==> src/rtl/demux_sched.sv <==
// Round-robin burst demultiplexer: one serial input stream is handed to
// one of four sink channels for BURST bits at a time.
module demux_sched #(
  parameter int BURST = 8
) (
  input  logic       clk,
  input  logic       rst_n,
  input  logic       din,
  input  logic       din_valid,
  output logic       din_ready,
  input  logic [3:0] ch_mask,
  input  logic [3:0] ch_ready,
  output logic [3:0] dout,
  output logic [3:0] dout_valid,
  output logic [1:0] sel,
  output logic       busy,
  output logic       burst_done
);

  localparam int CW = $clog2(BURST);

  typedef enum logic [1:0] {IDLE, ARB, XFER} state_t;

  state_t        state;
  logic [1:0]    sel_q;
  logic [1:0]    last_grant;
  logic [1:0]    grant;
  logic [1:0]    cand;
  logic [CW-1:0] cnt;
  logic [3:0]    req;
  logic          found;
  logic          xfer;
  logic          last;

  assign req = ch_mask & ch_ready;

  // search starts one past the previous grant and wraps 3->0
  always_comb begin
    grant = last_grant;
    cand  = last_grant;
    found = 1'b0;
    for (int i = 1; i <= 4; i++) begin
      cand = last_grant + 2'(i);
      if (!found && req[cand]) begin
        grant = cand;
        found = 1'b1;
      end
    end
  end

  assign din_ready = (state == XFER) && ch_ready[sel_q];
  assign xfer      = din_ready && din_valid;
  assign last      = (cnt == CW'(BURST - 1));
  assign busy      = (state == XFER);
  assign sel       = sel_q;

  always_ff @(posedge clk or negedge rst_n) begin
    if (!rst_n) begin
      state      <= IDLE;
      sel_q      <= 2'b00;
      last_grant <= 2'b11;
      cnt        <= '0;
      dout       <= 4'b0000;
      dout_valid <= 4'b0000;
      burst_done <= 1'b0;
    end else begin
      dout       <= xfer ? (4'(din) << sel_q) : 4'b0000;
      dout_valid <= xfer ? (4'b0001 << sel_q) : 4'b0000;
      burst_done <= xfer && last;
      unique case (state)
        IDLE: begin
          if (|req) state <= ARB;
        end
        ARB: begin
          cnt <= '0;
          if (found) begin
            sel_q      <= grant;
            last_grant <= grant;
            state      <= XFER;
          end else begin
            state <= IDLE;
          end
        end
        XFER: begin
          if (xfer) begin
            cnt <= cnt + CW'(1);
            if (last) state <= ARB;
          end
        end
        default: state <= IDLE;
      endcase
    end
  end

endmodule
==> config.mk <==
export PLATFORM = sky130hd
export DESIGN_NAME = demux_sched
export DESIGN_NICKNAME = d
export VERILOG_FILES = /design/src/rtl/demux_sched.sv
export SDC_FILE = /design/constraint.sdc
export NUM_CORES = 1
export LEC_CHECK = 0
export BUFFER_PORTS_ARGS = -buffer_cell sky130_fd_sc_hd__buf_2
export CAP_MARGIN = 20
export CORE_AREA = 2 2 53 55
export CTS_CLUSTER_SIZE = 24
export DETAILED_ROUTE_END_ITERATION = 10
export DIE_AREA = 0 0 55 57
export PLACE_DENSITY_LB_ADDON = 0.15
export SLEW_MARGIN = 20
export SYNTH_ARGS = -nofsm -noshare
export SYNTH_HDL_FRONTEND = slang
export SYNTH_SLANG_ARGS = --single-unit
==> constraint.sdc <==
create_clock -name clk -period 2.1 [get_ports clk]
set_clock_uncertainty 0.05 [all_clocks]
set_input_delay 0.21 -clock clk [delete_from_list [all_inputs] [get_ports clk]]
set_output_delay 0.21 -clock clk [all_outputs]
set_load 0.005 [all_outputs]
# Word-level counts from Yosys, hierarchy flattened

Index checks and enable logic that the tools add are counted.

Input bits: 12
Register bits: 18

Shift operators: 2
Muxes and demuxes: 27
Add/sub/neg operators: 4
Reductions and logical operators: 15
Order comparisons: 5
Eq/ne operators: 6
Bitwise operators: 1

Operators with widths:

| operator            | number |
|---|---|
| $mux 2              | 8 |
| $lt 2x3->1 const B  | 5 |
| $bmux 1 s2          | 5 |
| $mux 1              | 9 |
| $mux 4              | 2 |
| $logic_and 1x1->1   | 6 |
| $pmux 2 s3          | 1 |
| $pmux 3 s2          | 1 |
| $add 2x2->2 const B | 2 |
| $and 4x4->4         | 1 |
| $ne 2x1->1 const B  | 2 |
| $reduce_and 2->1    | 2 |
| $reduce_or 4->1     | 1 |
| $shl 1x2->4         | 1 |
| $shl 1x2->4 const A | 1 |
| $add 3x1->3 const B | 1 |
| $eq 3x3->1 const B  | 1 |
| $logic_not 1->1     | 3 |
| $mux 3              | 1 |
| $reduce_and 3->1    | 1 |
| $add 2x1->2 const B | 1 |
| $eq 2x1->1 const B  | 1 |
| $eq 2x2->1 const B  | 1 |
| $logic_not 2->1     | 1 |
| other kinds (2)     | 2 |

# Longest topological paths before layout

Gate-level depths: netlist of run 1.

Word-level depth: 15
Mapped depth: 5

# Least setup slack after synthesis of run 1

OpenSTA, ideal clock, no wires.

Kind: register -> register
Start: reg sel_q[1] (netlist: sel[1])
End: reg state[0]
Required time: 1.926 ns
Path slack: 0.319 ns
Stages on the path, launching flop included: 6
Period minus slack after synthesis: 1.781 ns
Data arrival time: 1.607 ns
Buffers on the path: 1
Library setup time: 0.124 ns
Path through: dfrtp_1 -> mux4_2 -> and3_1 -> buf_6 -> and2_4 -> or2_1

Word-level cells in the longest chain between the ends: 6

RTL lines:

| what                              | RTL line | text |
|---|---|---|
| start: declaration                | 25       | `logic [1:0] sel_q;` |
| start signal: assignment          | 77       | `sel_q <= grant;` |
| $bmux 1 s2                        | 51       | `assign din_ready = (state == XFER) && ch_ready[sel_q];` |
| $mux 1 (implied by the code)      | 51       |  |
| $logic_and 1x1->1                 | 51       |  |
| $logic_and 1x1->1                 | 52       | `assign xfer = din_ready && din_valid;` |
| $ne 2x1->1 (no source line)       | --       |  |
| $reduce_and 3->1 (no source line) | --       |  |
| end signal: assignment            | 59       | `state <= IDLE;` |
| end signal: assignment            | 72       | `if (\|req) state <= ARB;` |
| end signal: assignment            | 79       | `state <= XFER;` |
| end: declaration                  | 24       | `state_t state;` |

Every way passes these cells. The select of a mux whose other input is x is not followed.
A chain may end at the register's enable or synchronous reset.

# Worst setup path in the final report of run 1

Start: reg sel_q[1] (netlist: sel[1])
End: out din_ready

Word-level cells in the longest chain between the ends: 3

RTL lines:

| what                         | RTL line | text |
|---|---|---|
| $bmux 1 s2                   | 51       |  |
| $mux 1 (implied by the code) | 51       |  |
| $logic_and 1x1->1            | 51       |  |
| end: declaration             | 10       | `output logic din_ready,` |

Every way passes these cells. The select of a mux whose other input is x is not followed.

==> impl_metrics.ini, run 1 <==
[setup_path]
worst_setup_path_start_kind = flop
critPathKind = flop to output pin
critPathLaunch = sel[1]$_DFFE_PN0P_
cp-end-kind = output pin
critPathArrivalTime_ns = 1.59
crit_path_max_fanout = 6
r2r_start = sel[1]$_DFFE_PN0P_
worstRegToRegCells = 4
required_ns = 1.84

[synthesis]
synthCells = 84
synth_edf_count = 0
synth_top_family_by_area = simple AND/OR/NAND/NOR gates
yosys_warnings = 0
synth_area_um2 = 857
yosys.area_share.simple = 0.200
ys_ff_latch = 18
synth_flop_cell = dfrtp_1
ys_types = 31
synthAdderAreaFrac = 0.0292
syn_avg_cell_area_um2 = 10.2
synthXorXnorAreaFrac = 0
synth-compound-area-share = 0.174
async_flop_share = 1.00
synth_seq_area_share = 0.528
synthMuxAreaShare = 0.0380
synth_fp_nets = 98

[pwr]
p_per_area_nw_per_um2 = 1050
peakVddDrop_v = 0.000446
leakage_nw = 0.524

[cells_and_area]
layout-drive-gt1-share = 0.297
n_antenna_cell = 0
syn_to_final_growth_pct = 22.2
final_core_util = 0.400
final.fill_count = 280
nNetsFinal = 126
regArea_um2 = 453
multiInputGateArea_um2 = 378

[clocking]
cts_buffer_depth = 2
clk_latency_ns = 0.30
root_buffer = clkbuf_4
htreeDepth = 1
cts_made_buffers = 3
cts_tree = yes
cts.reportedPaths.clkPinSlew_ns = 0.11
cts.sinks = 18
cts_resized = 0

[die]
die_w_um = 55
core_area_um2 = 2620
die_area_um2 = 3140
io_pins = 25
initial_core_util = 0.328
die_h_um = 57
placementRows = 19

[hold_path]
whs_path_depth = 3
min_path_type = primary input to flop
hp-start = din

[grt]
grt_pass1_wl_um = 3040
grt_pass1_vias = 698
grt.overflow.total = 0
grt_start_max_net_pins = 19
antenna_found_initial = 0
track_usage = 0.131

[timing]
fmax_mhz = 540
setup_tns_ns = 0
rsz0062_at_grt = false
relSlewSlack = 0.725
finalHoldViolations = 0
tightest_slew_ns = 0.413
min_period_over_period = 0.882
maxSlewViolCount = 0
finalCriticalPeriod_ns = 1.85
setup_viol = 0

[status]
status = complete, no violations

[routing]
avgRoutedWirePerCell_um = 12.7
drc = 0
drt_wl_total_um = 1800
vias_per_cell = 5.06
dr.first_iter.drc_count = 23
vias = 719
ant_nets = 0
first_pass_iters = 5

[placement]
portBuffers = 24
gp_congestion = 0.733
dp_hpwl_um = 1370

[job]
maxCapViolations = 0
-- registers in the layout, summed over array words and instances (netlist names) --
name / flops
dout_valid: 4
state: 2
cnt: 3
sel: 2
dout: 4
last_grant: 2
burst_done: 1
-- stage by stage --
step	power (mW)	instance area (um^2)	std cells	worst slack, ns	hold WS (ns)
after floorplan	0.771	857	84	0.319	-0.136
after global placement	0.887	1000	137	0.305	0.104
after detailed placement	0.891	1000	137	0.262	0.112
after CTS	1.11	1050	142	0.235	0.0955
after global routing	1.19	1050	142	0.147	0.0969
final	1.10	1050	142	0.247	0.0948
-- final timing paths --
kind                                        endpoint  slack (ns)
max in group asynchronous  last_grant[1]$_DFFE_PN1P_        1.38
min in group asynchronous          dout[2]$_DFF_PN0_        0.30
max                                        din_ready        0.25
min reg2reg                       cnt[0]$_DFFE_PN0P_        0.45
max reg2reg                     state[0]$_DFFE_PN0P_        0.25
min                                dout[2]$_DFF_PN0_        0.09
-- timing repair --
item                      CTS  global route
hold endpoints to repair   16             0
hold buffers                1             0
buffers inserted            0             0
-- final cells by class --
cell class / instances / area share
Sequential cell: 18 / 0.432
Multi-Input combinational cell: 61 / 0.361
Clock buffer: 4 / 0.0346
Inverter: 3 / 0.0108
Tap cell: 31 / 0.0370
Timing Repair Buffer: 25 / 0.124
-- placed cells by master, fill, tap and decap left out --
cell           Yosys  routed
buf_2              0      24
dfrtp_1           16      16
nand2_1           14      14
nor2_1            10      10
o21ai_0            5       5
and2_1             3       3
inv_1              3       3
a21oi_1            3       3
clkbuf_4           0       3
nor2b_1            2       2
nand2b_1           2       2
o2bb2ai_1          2       2
a2bb2oi_1          2       2
ha_1               2       2
dfstp_2            2       2
mux4_2             1       1
and3_1             1       1
and2_4             1       1
a22oi_1            1       1
a31o_2             1       1
o22a_1             1       1
a31oi_1            1       1
mux2i_1            1       1
nand4bb_1          1       1
o221ai_1           1       1
a222oi_1           1       1
nand3_1            1       1
o2111ai_1          1       1
o22ai_1            1       1
a311oi_1           1       1
or2_1              1       1
clkbuf_8           0       1
dlygate4sd3_1      0       1
-- worst max-delay path, cell delays in order (launching register included) --
cell and delay [ns]:
dfrtp_1 0.47, mux4_2 0.53, and2_1 0.18, buf_2 0.12
-- cells in the mapped netlist (2+ instances only) --
master | number | share of area
a21oi_1 | 3 | 0.018
a2bb2oi_1 | 2 | 0.020
and2_1 | 3 | 0.022
dfrtp_1 | 16 | 0.47
dfstp_2 | 2 | 0.061
ha_1 | 2 | 0.029
inv_1 | 3 | 0.013
nand2_1 | 14 | 0.061
nand2b_1 | 2 | 0.015
nor2_1 | 10 | 0.044
nor2b_1 | 2 | 0.015
o21ai_0 | 5 | 0.029
o2bb2ai_1 | 2 | 0.020
-- where the power goes --
| group | internal (mW) | leakage [nW] | switching (mW) |
|---|---|---|---|
| clock network | 0.106 | 0.0210 | 0.112 |
| logic | 0.174 | 0.267 | 0.175 |
| registers | 0.438 | 0.236 | 0.0935 |
-- kinds of logic after synthesis --
group / after synthesis
AO/OA/AOI/OAI: 21
adder cells (fa/ha/maj): 2
buffers and inverters: 5
flip-flops: 18
multiplexers: 2
AND/OR/NAND/NOR: 36
-- layer usage --
layer / up-vias / share of wire / wire [um] / global-route usage
met4: 0 / 0.017 / 31 / 0.0627
met2: 26 / 0.48 / 870 / 0.202
met1: 337 / 0.43 / 772 / 0.179
li1: 352 / - / - / -
met5: - / 0 / 0 / 0
met3: 4 / 0.069 / 125 / 0.0183
No activity file was read; power rests on OpenSTA's default activity.
==> run 2, diff against run 1 <==
Settings changed: CELL_PAD_IN_SITES_DETAIL_PLACEMENT set to 1, CELL_PAD_IN_SITES_GLOBAL_PLACEMENT set to 1.
==> run 2 against run 1 <==
Against the previous run:
- register-to-register slack is essentially flat
- non-clock buffer count grew 1
- sequential share of layout area rose by 0.10 points
- power decreased by 2.3%
- cell count rose by 0.70%
- die area unchanged
- critical path type is now flop to flop
==> impl_metrics.ini, run 2 (synthesis results as in run 1) <==
[pwr]
leakage_nw = 0.523
p_per_area_nw_per_um2 = 1030
peakVddDrop_v = 0.000390

[clocking]
post_cts_buffers = 0
root_buffer = clkbuf_4
cts.sinks = 18
cts_tree = yes
cts_buffer_depth = 2
htreeDepth = 1
clk_latency_ns = 0.28
cts.reportedPaths.clkPinSlew_ns = 0.10
cts_made_buffers = 3

[die]
die_area_um2 = 3140
die_h_um = 57
core_area_um2 = 2620
initial_core_util = 0.328
die_w_um = 55
placementRows = 19
io_pins = 25

[routing]
avgRoutedWirePerCell_um = 14.1
met1_length_um = 854
drc = 0
top_layer = met4
met2_wirelength_um = 1030
drt_wl_total_um = 2020
wl_met3_um = 106
ant_nets = 0
first_pass_iters = 5
dr.first_iter.drc_count = 10
vias_per_cell = 5.18
vias = 741

[cells_and_area]
nNetsFinal = 127
final.fill_count = 329
reg.largest.list = dout x4, dout_valid x4, cnt x3
regArea_um2 = 453
final_cell_mix = buf_2 (24), dfrtp_1 (16), nand2_1 (14)
multiInputGateArea_um2 = 378
final_common_cell = buf_2
n_antenna_cell = 0
layout-drive-gt1-share = 0.295
syn_to_final_growth_pct = 21.9

[timing]
finalHoldViolations = 0
timing.hold.ws_ns = 0.119
setup_tns_ns = 0
finalCriticalPeriod_ns = 1.85
min_period_over_period = 0.882
tightest_slew_ns = 0.402
setup_viol = 0
relSlewSlack = 0.732
fmax_mhz = 540
rsz0062_at_grt = false
maxSlewViolCount = 0

[job]
maxCapViolations = 0

[grt]
grt_pass1_wl_um = 3460
antenna_found_initial = 0
grt_start_max_net_pins = 19
track_usage = 0.152
grt_pass1_vias = 789
grt.overflow.total = 0

[setup_path]
critPathKind = flop to flop
worst_setup_path_start_kind = flop
required_ns = 2.23
cp-end-kind = flop
critPathLaunch = sel[1]$_DFFE_PN0P_
crit_path_max_fanout = 8
critPathArrivalTime_ns = 1.99
worstRegToRegCells = 4
r2r_start = sel[1]$_DFFE_PN0P_

[placement]
gp_congestion = 0.757
dp_hpwl_um = 1550
portBuffers = 24

[hold_path]
whs_path_depth = 3
hp-start = din
min_path_type = primary input to flop

[status]
status = complete, no violations
==> run 2: final cells by class <==
class	count	area share
tap	31	0.0371
multi-input combinational	61	0.362
inverter	3	0.0108
sequential	18	0.434
timing repair buffer	26	0.132
clock buffer	4	0.0251
==> run 2: routing by layer <==
metal | GRT usage | up-vias
li1 | - | 358
met1 | 0.185 | 355
met2 | 0.257 | 26
met3 | 0.0183 | 2
met4 | 0.0732 | 0
met5 | 0 | -
==> run 2: worst paths after layout <==
| check | end | slack (ns) |
|---|---|---|
| setup reg to reg | state[0]$_DFFE_PN0P_ | 0.25 |
| setup / recovery | state[0]$_DFFE_PN0P_ | 0.25 |
| hold / removal | dout[3]$_DFF_PN0_ | 0.12 |
| min in group asynchronous | dout[3]$_DFF_PN0_ | 0.32 |
| hold reg to reg | cnt[0]$_DFFE_PN0P_ | 0.47 |
| max in group asynchronous | last_grant[0]$_DFFE_PN1P_ | 1.36 |
==> run 2: stage by stage <==
stage | setup WS [ns] | power [mW] | std cells | instance area (um^2) | utilization
floorplan | 0.319 | 0.771 | 84 | 857 | -
global placement | 0.306 | 0.893 | 138 | 1010 | 0.386
detailed placement | 0.231 | 0.911 | 138 | 1010 | 0.386
CTS | 0.224 | 1.09 | 143 | 1040 | 0.400
global route | 0.147 | 1.17 | 143 | 1040 | 0.400
finish | 0.247 | 1.07 | 143 | 1040 | 0.400
==> run 2: worst max-delay path: stages, from the launching register on <==
cell and delay (ns):
dfrtp_1 0.47, mux4_2 0.53, and3_1 0.29, and2_4 0.20, or2_1 0.21
==> run 2: where the power goes <==
part	total [mW]	switching (mW)	internal [mW]	leakage, nW
registers	0.542	0.103	0.438	0.236
logic	0.357	0.181	0.176	0.272
clock network	0.174	0.100	0.0737	0.0150
==> run 2: what timing repair did <==
action                     4_1_cts  5_1_grt
setup endpoints to repair        0        0
resized for setup                0        0
hold endpoints to repair        16        0
hold buffers                     1        0
==> run 3, diff against run 2 <==
Settings changed: CTS_BUF_LIST set to sky130_fd_sc_hd__clkbuf_4.
==> run 3 against run 2 <==
Against the previous run:
- die area stayed put
- flip-flop and latch count unchanged
- clock power up 8%
- critical path depth did not move
- design area rose by 0.36%
- first-iteration DRC count unchanged
- critical endpoint unchanged
- maximum frequency shrank 0.19%
- cell count is the same
- largest cell class unchanged
==> impl_metrics.ini, run 3 (synthesis results as in run 1) <==
[placement]
dp.cells = 138
dp_hpwl_um = 1550
portBuffers = 24
gp_congestion = 0.757

[clocking]
htreeDepth = 1
post_cts_buffers = 0
cts_hold_buf = 1
cts.sinks = 18
root_buffer = clkbuf_4
cts_buffer_depth = 2
cts_tree = yes
cts.reportedPaths.clkPinSlew_ns = 0.10
cts_made_buffers = 3
clk_latency_ns = 0.28
cts_resized = 0

[cells_and_area]
syn_to_final_growth_pct = 22.3
final_common_cell = buf_2
final_cell_mix = buf_2 (24), dfrtp_1 (16), nand2_1 (14)
layout-drive-gt1-share = 0.304
nNetsFinal = 127
n_antenna_cell = 0
reg.largest.list = dout x4, dout_valid x4, cnt x3
fin_cells = 143

[timing]
rsz0062_at_grt = false
fmax_mhz = 539
setup_tns_ns = 0
finalHoldViolations = 0
relSlewSlack = 0.732
finalCriticalPeriod_ns = 1.86
min_period_over_period = 0.884
maxSlewViolCount = 0
tightest_slew_ns = 0.402
setup_viol = 0

[pwr]
leakage_nw = 0.526
p_per_area_nw_per_um2 = 1040
peakVddDrop_v = 0.000390

[setup_path]
cp-end-kind = flop
critPathArrivalTime_ns = 1.99
r2r_slack_ns = 0.24
critPathMaxStageDelay_ns = 0.53
critPathKind = flop to flop
path_cells = mux4_2 > and3_1 > and2_4 > or2_1
worst_setup_path_start_kind = flop
required_ns = 2.23
crit_path_max_fanout = 8
cp_slowest_cell = mux4_2

[routing]
ant_nets = 0
drc = 0
dr.first_iter.drc_count = 10
avgRoutedWirePerCell_um = 14.1
vias_per_cell = 5.17
first_pass_iters = 5
vias = 740
drt_wl_total_um = 2010

[die]
die_w_um = 55
core_area_um2 = 2620
io_pins = 25
die_area_um2 = 3140
initial_core_util = 0.328
die_h_um = 57
placementRows = 19

[status]
status = complete, no violations

[grt]
grt_pass1_vias = 788
use_met2 = 0.255
use_met1 = 0.185
grt_pass1_wl_um = 3460
gr-max-usage-layer = met2
grt.overflow.total = 0
antenna_found_initial = 0
grt_start_max_net_pins = 19
track_usage = 0.151
met3_usage = 0.0183

[hold_path]
min_path_type = primary input to flop

[job]
maxCapViolations = 0
[run 3: per-layer routing]
metal | up-vias | part of all wire | wire length, um
li1 | 358 | - | -
met4 | 0 | 0.013 | 27
met5 | - | 0 | 0
met3 | 2 | 0.050 | 101
met2 | 24 | 0.50 | 1010
met1 | 356 | 0.43 | 873
[run 3: critical path: cells and delay by family, from the launching register on]
family / cells / cell delay (ns)
simple gates: 3 / 0.70
mux: 1 / 0.53
flops: 1 / 0.47
[run 3: cell type report]
| class | instances | area (um^2) |
|---|---|---|
| fill | 327 | 1570 |
| timing repair buffer | 26 | 138 |
| tap | 31 | 38.8 |
| multi-input combinational | 61 | 378 |
| clock buffer | 4 | 30.0 |
| sequential | 18 | 453 |
| inverter | 3 | 11.3 |
[run 3: stage by stage]
stage	hold WS (ns)	power, mW	cell area (um^2)	utilization	worst slack [ns]
after floorplan	-0.136	0.771	857	-	0.319
after global placement	0.100	0.893	1010	0.386	0.306
after detailed placement	0.113	0.911	1010	0.386	0.231
after CTS	0.110	1.10	1050	0.401	0.224
after global routing	0.132	1.18	1050	0.401	0.147
final	0.117	1.09	1050	0.401	0.243
[run 3: report_power, final]
| part | switching [mW] | internal (mW) |
|---|---|---|
| Clock | 0.101 | 0.0866 |
| Sequential | 0.102 | 0.438 |
| Combinational | 0.182 | 0.176 |
| Total | 0.384 | 0.701 |
[run 3: final timing paths]
kind                       cells after the start          startpoint                        end
setup / recovery                               4  sel[1]$_DFFE_PN0P_       state[0]$_DFFE_PN0P_
hold / removal                                 3                 din          dout[3]$_DFF_PN0_
setup reg to reg                               4  sel[1]$_DFFE_PN0P_       state[0]$_DFFE_PN0P_
hold reg to reg                                1  cnt[0]$_DFFE_PN0P_         cnt[0]$_DFFE_PN0P_
max in group asynchronous                      2               rst_n  last_grant[1]$_DFFE_PN1P_
min in group asynchronous                      2               rst_n          dout[3]$_DFF_PN0_
